File: src/rtl/pll_sup_pkg.sv
// Shared types and constants for the PLL lock supervisor: FSM state encoding,
// retry-counter width and a helper used to size the shared cycle counter.
package pll_sup_pkg;

  localparam int RETRY_W = 4;

  typedef enum logic [2:0] {
    ST_PLL_RST   = 3'd0,
    ST_WAIT_LOCK = 3'd1,
    ST_STABLE    = 3'd2,
    ST_RUN       = 3'd3,
    ST_FAILED    = 3'd4
  } sup_state_e;

  function automatic int max3(input int a, input int b, input int c);
    int m;
    m = (a > b) ? a : b;
    return (m > c) ? m : c;
  endfunction

endpackage

File: src/rtl/sync2.sv
// Two-flop synchronizer for a single-bit level crossing into the clk_i domain.
// Both flops clear to 0 on the asynchronous active-high reset.
module sync2 (
  input  logic clk_i,
  input  logic rst_i,
  input  logic d_i,
  output logic q_o
);

  logic meta_q;
  logic sync_q;

  // NOTE: non-blocking assignments, so the second flop takes the first flop's pre-edge value.
  always_ff @(posedge clk_i or posedge rst_i) begin
    if (rst_i) begin
      meta_q <= 1'b0;
      sync_q <= 1'b0;
    end else begin
      meta_q <= d_i;
      sync_q <= meta_q;
    end
  end

  assign q_o = sync_q;

endmodule

File: src/rtl/pll_lock_supervisor.sv
// Sequences PLL reset, waits for a stable lock, releases the system reset and
// retries on lock timeout until a sticky FAULT is raised.
module pll_lock_supervisor
  import pll_sup_pkg::*;
#(
  parameter int RESET_PULSE_CYCLES  = 16,
  parameter int LOCK_STABLE_CYCLES  = 1024,
  parameter int LOCK_TIMEOUT_CYCLES = 65535,
  parameter int MAX_RETRIES         = 3
) (
  input  logic               CLKIN,
  input  logic               RESET,
  input  logic               LOCK,
  output logic               PLL_RESET,
  output logic               RESET_OUT,
  output logic               READY,
  output logic               FAULT,
  output logic [RETRY_W-1:0] RETRY_COUNT
);

  localparam int CNT_W = $clog2(max3(RESET_PULSE_CYCLES, LOCK_STABLE_CYCLES,
                                     LOCK_TIMEOUT_CYCLES)) + 1;

  typedef logic [CNT_W-1:0] cnt_t;

  localparam cnt_t PULSE_LOAD   = cnt_t'(RESET_PULSE_CYCLES);
  localparam cnt_t STABLE_LOAD  = cnt_t'(LOCK_STABLE_CYCLES);
  localparam cnt_t TIMEOUT_LOAD = cnt_t'(LOCK_TIMEOUT_CYCLES);
  localparam cnt_t CNT_ONE      = cnt_t'(1);

  localparam logic [RETRY_W-1:0] RETRY_MAX = RETRY_W'(MAX_RETRIES);
  localparam logic [RETRY_W-1:0] RETRY_ONE = RETRY_W'(1);

  sup_state_e         state_q, state_d;
  cnt_t               cnt_q, cnt_d;
  logic [RETRY_W-1:0] retry_q, retry_d;
  logic               pll_reset_q, pll_reset_d;
  logic               reset_out_q, reset_out_d;
  logic               ready_q, ready_d;
  logic               fault_q, fault_d;
  logic               lock_s;
  logic               cnt_last;

  sync2 u_lock_sync (
    .clk_i (CLKIN),
    .rst_i (RESET),
    .d_i   (LOCK),
    .q_o   (lock_s)
  );

  assign cnt_last = (cnt_q == CNT_ONE);

  // NOTE: every signal gets its default first, so no path through the case infers a latch.
  always_comb begin
    state_d = state_q;
    cnt_d   = cnt_q;
    retry_d = retry_q;

    unique case (state_q)
      ST_PLL_RST: begin
        if (cnt_last) begin
          state_d = ST_WAIT_LOCK;
          cnt_d   = TIMEOUT_LOAD;
        end else begin
          cnt_d = cnt_q - CNT_ONE;
        end
      end

      // Lock is tested before expiry, so a lock arriving on the last cycle wins.
      ST_WAIT_LOCK: begin
        if (lock_s) begin
          state_d = ST_STABLE;
          cnt_d   = STABLE_LOAD;
        end else if (cnt_last) begin
          if (retry_q < RETRY_MAX) begin
            state_d = ST_PLL_RST;
            cnt_d   = PULSE_LOAD;
            retry_d = retry_q + RETRY_ONE;
          end else begin
            state_d = ST_FAILED;
          end
        end else begin
          cnt_d = cnt_q - CNT_ONE;
        end
      end

      ST_STABLE: begin
        if (!lock_s) begin
          state_d = ST_WAIT_LOCK;
          cnt_d   = TIMEOUT_LOAD;
        end else if (cnt_last) begin
          state_d = ST_RUN;
        end else begin
          cnt_d = cnt_q - CNT_ONE;
        end
      end

      // Lock loss is not a timeout: restart the PLL without touching the retry budget.
      ST_RUN: begin
        if (!lock_s) begin
          state_d = ST_PLL_RST;
          cnt_d   = PULSE_LOAD;
        end
      end

      ST_FAILED: begin
      end

      default: begin
        state_d = ST_PLL_RST;
        cnt_d   = PULSE_LOAD;
      end
    endcase
  end

  // Outputs are decoded from the next state and registered alongside it, so
  // they change on the same edge as the state and can never glitch.
  always_comb begin
    pll_reset_d = (state_d == ST_PLL_RST) || (state_d == ST_FAILED);
    reset_out_d = (state_d != ST_RUN);
    ready_d     = (state_d == ST_RUN);
    fault_d     = (state_d == ST_FAILED);
  end

  always_ff @(posedge CLKIN or posedge RESET) begin
    if (RESET) begin
      state_q     <= ST_PLL_RST;
      cnt_q       <= PULSE_LOAD;
      retry_q     <= '0;
      pll_reset_q <= 1'b1;
      reset_out_q <= 1'b1;
      ready_q     <= 1'b0;
      fault_q     <= 1'b0;
    end else begin
      state_q     <= state_d;
      cnt_q       <= cnt_d;
      retry_q     <= retry_d;
      pll_reset_q <= pll_reset_d;
      reset_out_q <= reset_out_d;
      ready_q     <= ready_d;
      fault_q     <= fault_d;
    end
  end

  assign PLL_RESET   = pll_reset_q;
  assign RESET_OUT   = reset_out_q;
  assign READY       = ready_q;
  assign FAULT       = fault_q;
  assign RETRY_COUNT = retry_q;

endmodule

File: config.mk
export PLATFORM = sky130hd
export DESIGN_NAME = pll_lock_supervisor
export DESIGN_NICKNAME = d
export VERILOG_FILES = /design/src/rtl/pll_sup_pkg.sv /design/src/rtl/sync2.sv /design/src/rtl/pll_lock_supervisor.sv
export SDC_FILE = /design/constraint.sdc
export NUM_CORES = 1
export LEC_CHECK = 0
export CORE_MARGIN = 2
export CORE_UTILIZATION = 35
export DETAILED_ROUTE_END_ITERATION = 6
export HOLD_SLACK_MARGIN = 0.08
export SYNTH_ARGS = -nofsm -noshare
export SYNTH_HDL_FRONTEND = slang
export SYNTH_HIERARCHICAL = 1
export SYNTH_SLANG_ARGS = --single-unit
File: constraint.sdc
create_clock -name CLKIN -period 5.6 [get_ports CLKIN]
set_input_delay 0.84 -clock CLKIN [delete_from_list [all_inputs] [get_ports CLKIN]]
set_output_delay 0.84 -clock CLKIN [all_outputs]
set_load 0.01 [all_outputs]
==> impl_metrics.tcl, run 1 <==
set metrics [dict create \
    drt-met1-wl_um 2464 \
    period_share_pct 59.66 \
    synthArstFlopShare_pct 100.0 \
    drive_gt1_share_pct 11.06 \
    synth-edff-count 0 \
    clock_tree.root_cell "clkbuf_8" \
    antenna_found_initial 0 \
    numCtsBuffers 5 \
    pwr-share-seq_pct 43.1 \
    rsz0062_at_grt "false" \
    outcome "complete, no violations" \
    relSlewSlack_pct 27.71 \
    syn_nets 232 \
    worst_setup_path_start_kind "flip-flop" \
    power_leakage_uw 0.0008794 \
    fin_setup_tns_ns 0 \
    clk_path_buf_depth 2 \
    ff2ff_setup_slack_ns 2.26 \
    fillers 578 \
    pin_count 11 \
    dr.max_layer_used "met4" \
    antenna_cells 0 \
    drtIter0Drc 216 \
    grt_overflow 0 \
    postRouteAntennaNets 0 \
    grt_pass1_vias 1652 \
    die_y_um 80.13 \
    ys_warn_count 6 \
    vdd_drop_max_v 0.0001616 \
    cts_resized 0 \
    drv_cap 0 \
    fmax_mhz 299.3 \
    routed_wl_um 5371 \
    wl_met3_um 324 \
    grt_max_degree 29 \
    final_util_pct 40.81 \
    path_class "flip-flop to flip-flop" \
    layout.cells.most_common "dfrtp_1" \
    drc 0 \
    critical_path_required_ns 5.83 \
    worstPathArrival_ns 3.57 \
    whs_ns 0.3534 \
    path_clk_slew_ns 0.07 \
    dieWidth_um 80.13 \
    end_kind "flip-flop" \
    finClkSkew_ns 0.01150 \
    viasPerCell 6.084 \
    initial_core_util_pct 36.61 \
    intPower_uw 409.3 \
    ys.flop_type "dfrtp_1" \
    dr_wl_met2_um 2482 \
    grt.total_usage_pct 18.05 \
    grt_pass1_wl_um 8852 \
    vias 1813 \
    hold_path_class "flip-flop to flip-flop" \
    clk_latency_ns 0.30 \
    p_sw_uw 98.49 \
    syn_avg_cell_area_um2 8.974 \
    r2r_cells 6 \
    r2r-start "cnt_q[5]$_DFFE_PP0P_" \
    clkSinkCount 30 \
    yosysSeqAreaShare_pct 37.20 \
    setup_violations 0 \
    combPwrFrac_pct 1.7 \
    htreeDepth 2 \
    wl_per_cell_um 18.02 \
    synth_cell_type_count 58 \
    ys_ff_latch 30 \
    cp-startpoint "cnt_q[5]$_DFFE_PP0P_" \
    rows 27 \
    coreArea_um2 5540 \
    clock_power_share_pct 55.2 \
    cts-hold-fix-buffers 0 \
    netlist_instances 226 \
    tightest_slew_ns 1.083 \
    cts_tree "built" \
    endpoint "cnt_q[1]$_DFFE_PP0P_" \
    swShare_pct 19.40 \
    dp_hpwl_um 3683 \
    final.min_clock_period_ns 3.341 \
    first_pass_iters 4 \
    hold_viol_final 0 \
    slew_viol_final 0 \
    io_buffers 10 \
    syn_area_um2 2028 \
    gp_congestion 0.8624 \
    r2r_end "cnt_q[1]$_DFFE_PP0P_" \
    nets 231 \
    dieArea_um2 6420 \
    crit_path_max_fanout 20 \
    powerDensity_nw_per_um2 224.6 \
    area_growth_pct 11.47 \
    final_cell_mix "dfrtp_1, nor2_1, nand2_1, o21ai_0, o21ai_1" \
    cts_setup_buffers 0 \
]
[layer usage]
metal / up-vias / track usage [%]
met5: - / 0
met4: 0 / 6.102
met3: 9 / 3.034
met2: 72 / 26.75
met1: 867 / 26.48
li1: 865 / -
[worst min-delay path by stage]
stage	start	cells after the start	end
after floorplan	u_lock_sync/meta_q$_DFF_PP0_	0	u_lock_sync/q_o$_DFF_PP0_
after global placement	u_lock_sync/meta_q$_DFF_PP0_	0	u_lock_sync/q_o$_DFF_PP0_
after detailed placement	u_lock_sync/meta_q$_DFF_PP0_	0	u_lock_sync/q_o$_DFF_PP0_
after CTS	u_lock_sync/meta_q$_DFF_PP0_	0	u_lock_sync/q_o$_DFF_PP0_
after global routing	u_lock_sync/meta_q$_DFF_PP0_	0	u_lock_sync/q_o$_DFF_PP0_
final	u_lock_sync/meta_q$_DFF_PP0_	0	u_lock_sync/q_o$_DFF_PP0_
[power groups by stage]
| stage | clock network, uW | registers (uW) | logic [uW] |
|---|---|---|---|
| after floorplan | 0 | 222 | 6.31 |
| after global placement | 0 | 223 | 8.83 |
| after detailed placement | 0 | 223 | 8.92 |
| after CTS | 284 | 219 | 8.96 |
| after global routing | 295 | 219 | 9.99 |
| final | 280 | 219 | 8.50 |
[worst max-delay path, cell delays in order (launching register included)]
cell      delay (ns)
dfrtp_1         0.42
nor4_2          0.84
nand4_2         0.70
a21boi_2        0.82
inv_1           0.13
nand2b_1        0.18
a221o_1         0.18
[cell families (layout without fill, tap and decap cells)]
logic type / count (synthesis) / count (layout) / share of synthesized area [%]
muxes: 3 / 3 / 1.542
xor gates and xnor gates: 3 / 3 / 1.296
DFF: 30 / 30 / 37.20
buffers and inverters: 29 / 29 / 6.970
and+or+nand+nor: 72 / 72 / 21.28
adders and majority gates: 3 / 3 / 1.851
AOI/OAI and AO/OA: 86 / 86 / 29.86
[cell type report]
cell class | count | area [um^2] | area share [%]
clock buffer | 6 | 82.58 | 3.652
clock inverter | 2 | 60.06 | 2.656
inverter | 11 | 41.29 | 1.826
multi-input combinational | 167 | 1132 | 50.08
sequential | 30 | 754.5 | 33.37
tap | 72 | 90.09 | 3.985
timing repair buffer | 10 | 100.1 | 4.427
[state kept, by name (all words and copies together) (netlist names)]
register and count:
u_lock_sync/meta_q 1, READY 1, PLL_RESET 1, FAULT 1
u_lock_sync/q_o 1, RETRY_COUNT 4, RESET_OUT 1, state_q 3
cnt_q 17
[synthesized netlist by cell type (5+ instances only)]
library cell | n | area, um^2
dfrtp_1 | 27 | 675.7
a21oi_1 | 6 | 30.03
buf_2 | 5 | 25.02
nand3_1 | 8 | 40.04
nor2_1 | 15 | 56.30
o211ai_1 | 8 | 60.06
clkbuf_1 | 9 | 33.78
nand4_1 | 11 | 68.82
nand2_1 | 15 | 56.30
o21ai_0 | 15 | 75.07
nor3_1 | 6 | 30.03
inv_1 | 9 | 33.78
o21ai_1 | 12 | 60.06
o31ai_1 | 6 | 45.04
[metrics by stage]
| stage | total power [uW] | cell area [um^2] | instances | setup WS [ns] |
|---|---|---|---|---|
| after global routing | 523.8 | 2261 | 298 | 1.924 |
| after global placement | 232.0 | 2118 | 290 | 2.407 |
| final | 507.8 | 2261 | 298 | 2.259 |
| after CTS | 512.1 | 2261 | 298 | 2.289 |
| after floorplan | 228.2 | 2028 | 226 | 3.677 |
| after detailed placement | 232.0 | 2118 | 290 | 2.276 |
Power figures use the tool's default switching activity.
==> inputs of run 2 (changes only) <==
==> constraint.sdc (replaced) <==
create_clock -name CLKIN -period 2.7 [get_ports CLKIN]
set_input_delay 0.405 -clock CLKIN [delete_from_list [all_inputs] [get_ports CLKIN]]
set_output_delay 0.405 -clock CLKIN [all_outputs]
set_load 0.01 [all_outputs]
==> impl_metrics.tcl, run 2 (synthesis results as in run 1) <==
set metrics [dict create \
    final.min_clock_period_ns 2.485 \
    nets 243 \
    drc 0 \
    gp_congestion 0.8824 \
    powerDensity_nw_per_um2 388.9 \
    worst_setup_path_start_kind "flip-flop" \
    grt_pass1_wl_um 9301 \
    worstPathArrival_ns 2.67 \
    dieWidth_um 80.13 \
    initial_core_util_pct 36.61 \
    area_growth_pct 14.31 \
    grt_pass1_vias 1792 \
    tightest_slew_ns 0.6505 \
    drive_gt1_share_pct 15.55 \
    cts_setup_buffers 0 \
    path_class "flip-flop to flip-flop" \
    period_share_pct 92.03 \
    numCtsBuffers 5 \
    final_util_pct 41.85 \
    fillers 564 \
    pin_count 11 \
    timing.final.ws_setup_ns 0.2152 \
    clk_latency_ns 0.28 \
    fmax_mhz 402.5 \
    cts-hold-fix-buffers 0 \
    die_y_um 80.13 \
    dp_hpwl_um 4089 \
    antenna_found_initial 0 \
    dieArea_um2 6420 \
    multi_input_area_um2 1132 \
    seq_area_um2 754.5 \
    ff2ff_setup_slack_ns 0.22 \
    viasPerCell 6.116 \
    slew_viol_final 0 \
    final_cell_mix "dfrtp_1, nor2_1, nand2_1, o21ai_0" \
    drv_cap 0 \
    path_clk_slew_ns 0.06 \
    clkSinkCount 30 \
    finClkSkew_ns 0.002685 \
    hold_path_class "input port to asynchronous set/reset pin" \
    cts_resized 0 \
    grt.total_usage_pct 19.25 \
    grt_overflow 0 \
    htreeDepth 2 \
    postRouteAntennaNets 0 \
    crit_path_max_fanout 11 \
    antenna_cells 0 \
    wl_per_cell_um 18.09 \
    setup_violations 0 \
    rows 27 \
    fin_setup_tns_ns 0 \
    clk_path_buf_depth 2 \
    routed_wl_um 5609 \
    vias 1896 \
    first_pass_iters 5 \
    top_register "cnt_q" \
    power_leakage_uw 0.0009258 \
    end_kind "flip-flop" \
    drtIter0Drc 188 \
    finalPower_uw 901.8 \
    hold_viol_final 0 \
    layout.cells.most_common "dfrtp_1" \
    grt_max_degree 20 \
    rsz0062_at_grt "false" \
    critical_path_required_ns 2.88 \
    io_buffers 10 \
    outcome "complete, no violations" \
    vdd_drop_max_v 0.0001892 \
    largest_reg_flops 17 \
    coreArea_um2 5540 \
    dp_slack_ns 0.2513 \
    cts_tree "built" \
    relSlewSlack_pct 56.58 \
    clock_tree.root_cell "clkbuf_8" \
]
run 2: cell count changes in the layout (fill, tap and decap cells not counted), sizes merged:
cell / before / now
buf: 0 / 12
bufinv: 2 / 0
clkbuf: 6 / 8
run 2: worst paths after layout:
check	start	to	depth (start not counted)
min reg2reg	u_lock_sync/meta_q$_DFF_PP0_	u_lock_sync/q_o$_DFF_PP0_	0
min	RESET	u_lock_sync/meta_q$_DFF_PP0_	2
min in group CLKIN	u_lock_sync/meta_q$_DFF_PP0_	u_lock_sync/q_o$_DFF_PP0_	0
max in group asynchronous	RESET	cnt_q[10]$_DFFE_PP0P_	3
max reg2reg	RETRY_COUNT[0]$_DFFE_PP0P_	cnt_q[2]$_DFFE_PP0P_	6
max	RETRY_COUNT[0]$_DFFE_PP0P_	cnt_q[2]$_DFFE_PP0P_	6
run 2: cell type report:
cell class	instances	share of cell area, %
tap	72	3.886
inverter	11	1.781
multi-input combinational	167	48.84
timing repair buffer	22	8.203
clock buffer	8	4.749
sequential	30	32.54
run 2: critical path, stage by stage (launching register included):
cell and delay, ns:
dfrtp_1 0.41, ha_1 0.22, or3_1 0.36, a21boi_1 0.32, o21a_1 0.45, nand2_1 0.32
o311ai_1 0.31
run 2: routing by layer:
layer	GRT usage [%]	share of wire (%)
met5	0	0
met4	11.36	4.7
met3	3.034	4.8
met2	27.58	43
met1	27.18	47
run 2: stage by stage:
step	cells	area, um^2	hold slack (ns)
after floorplan	226	2028	0.1462
after global placement	302	2208	0.3349
after detailed placement	302	2208	0.3436
after CTS	310	2318	0.3006
after global routing	310	2318	0.3286
final	310	2318	0.3136
run 2: where the power goes:
part	total, uW	internal, uW	switching (uW)
sequential	452	451	1.12
clock	427	257	169
combinational	22.8	6.20	16.6
total	902	715	187
==> inputs of run 3 (changes only) <==
--- a/config.mk
+++ b/config.mk
@@ -8,8 +8,9 @@
 export CORE_MARGIN = 2
 export CORE_UTILIZATION = 35
 export DETAILED_ROUTE_END_ITERATION = 6
-export HOLD_SLACK_MARGIN = 0.08
+export HOLD_SLACK_MARGIN = 0.03
 export SYNTH_ARGS = -nofsm -noshare
 export SYNTH_HDL_FRONTEND = slang
 export SYNTH_HIERARCHICAL = 1
 export SYNTH_SLANG_ARGS = --single-unit
+export TNS_END_PERCENT = 5
==> results of run 3 <==
Final layout, timing and power as in run 2 (identical DEF).
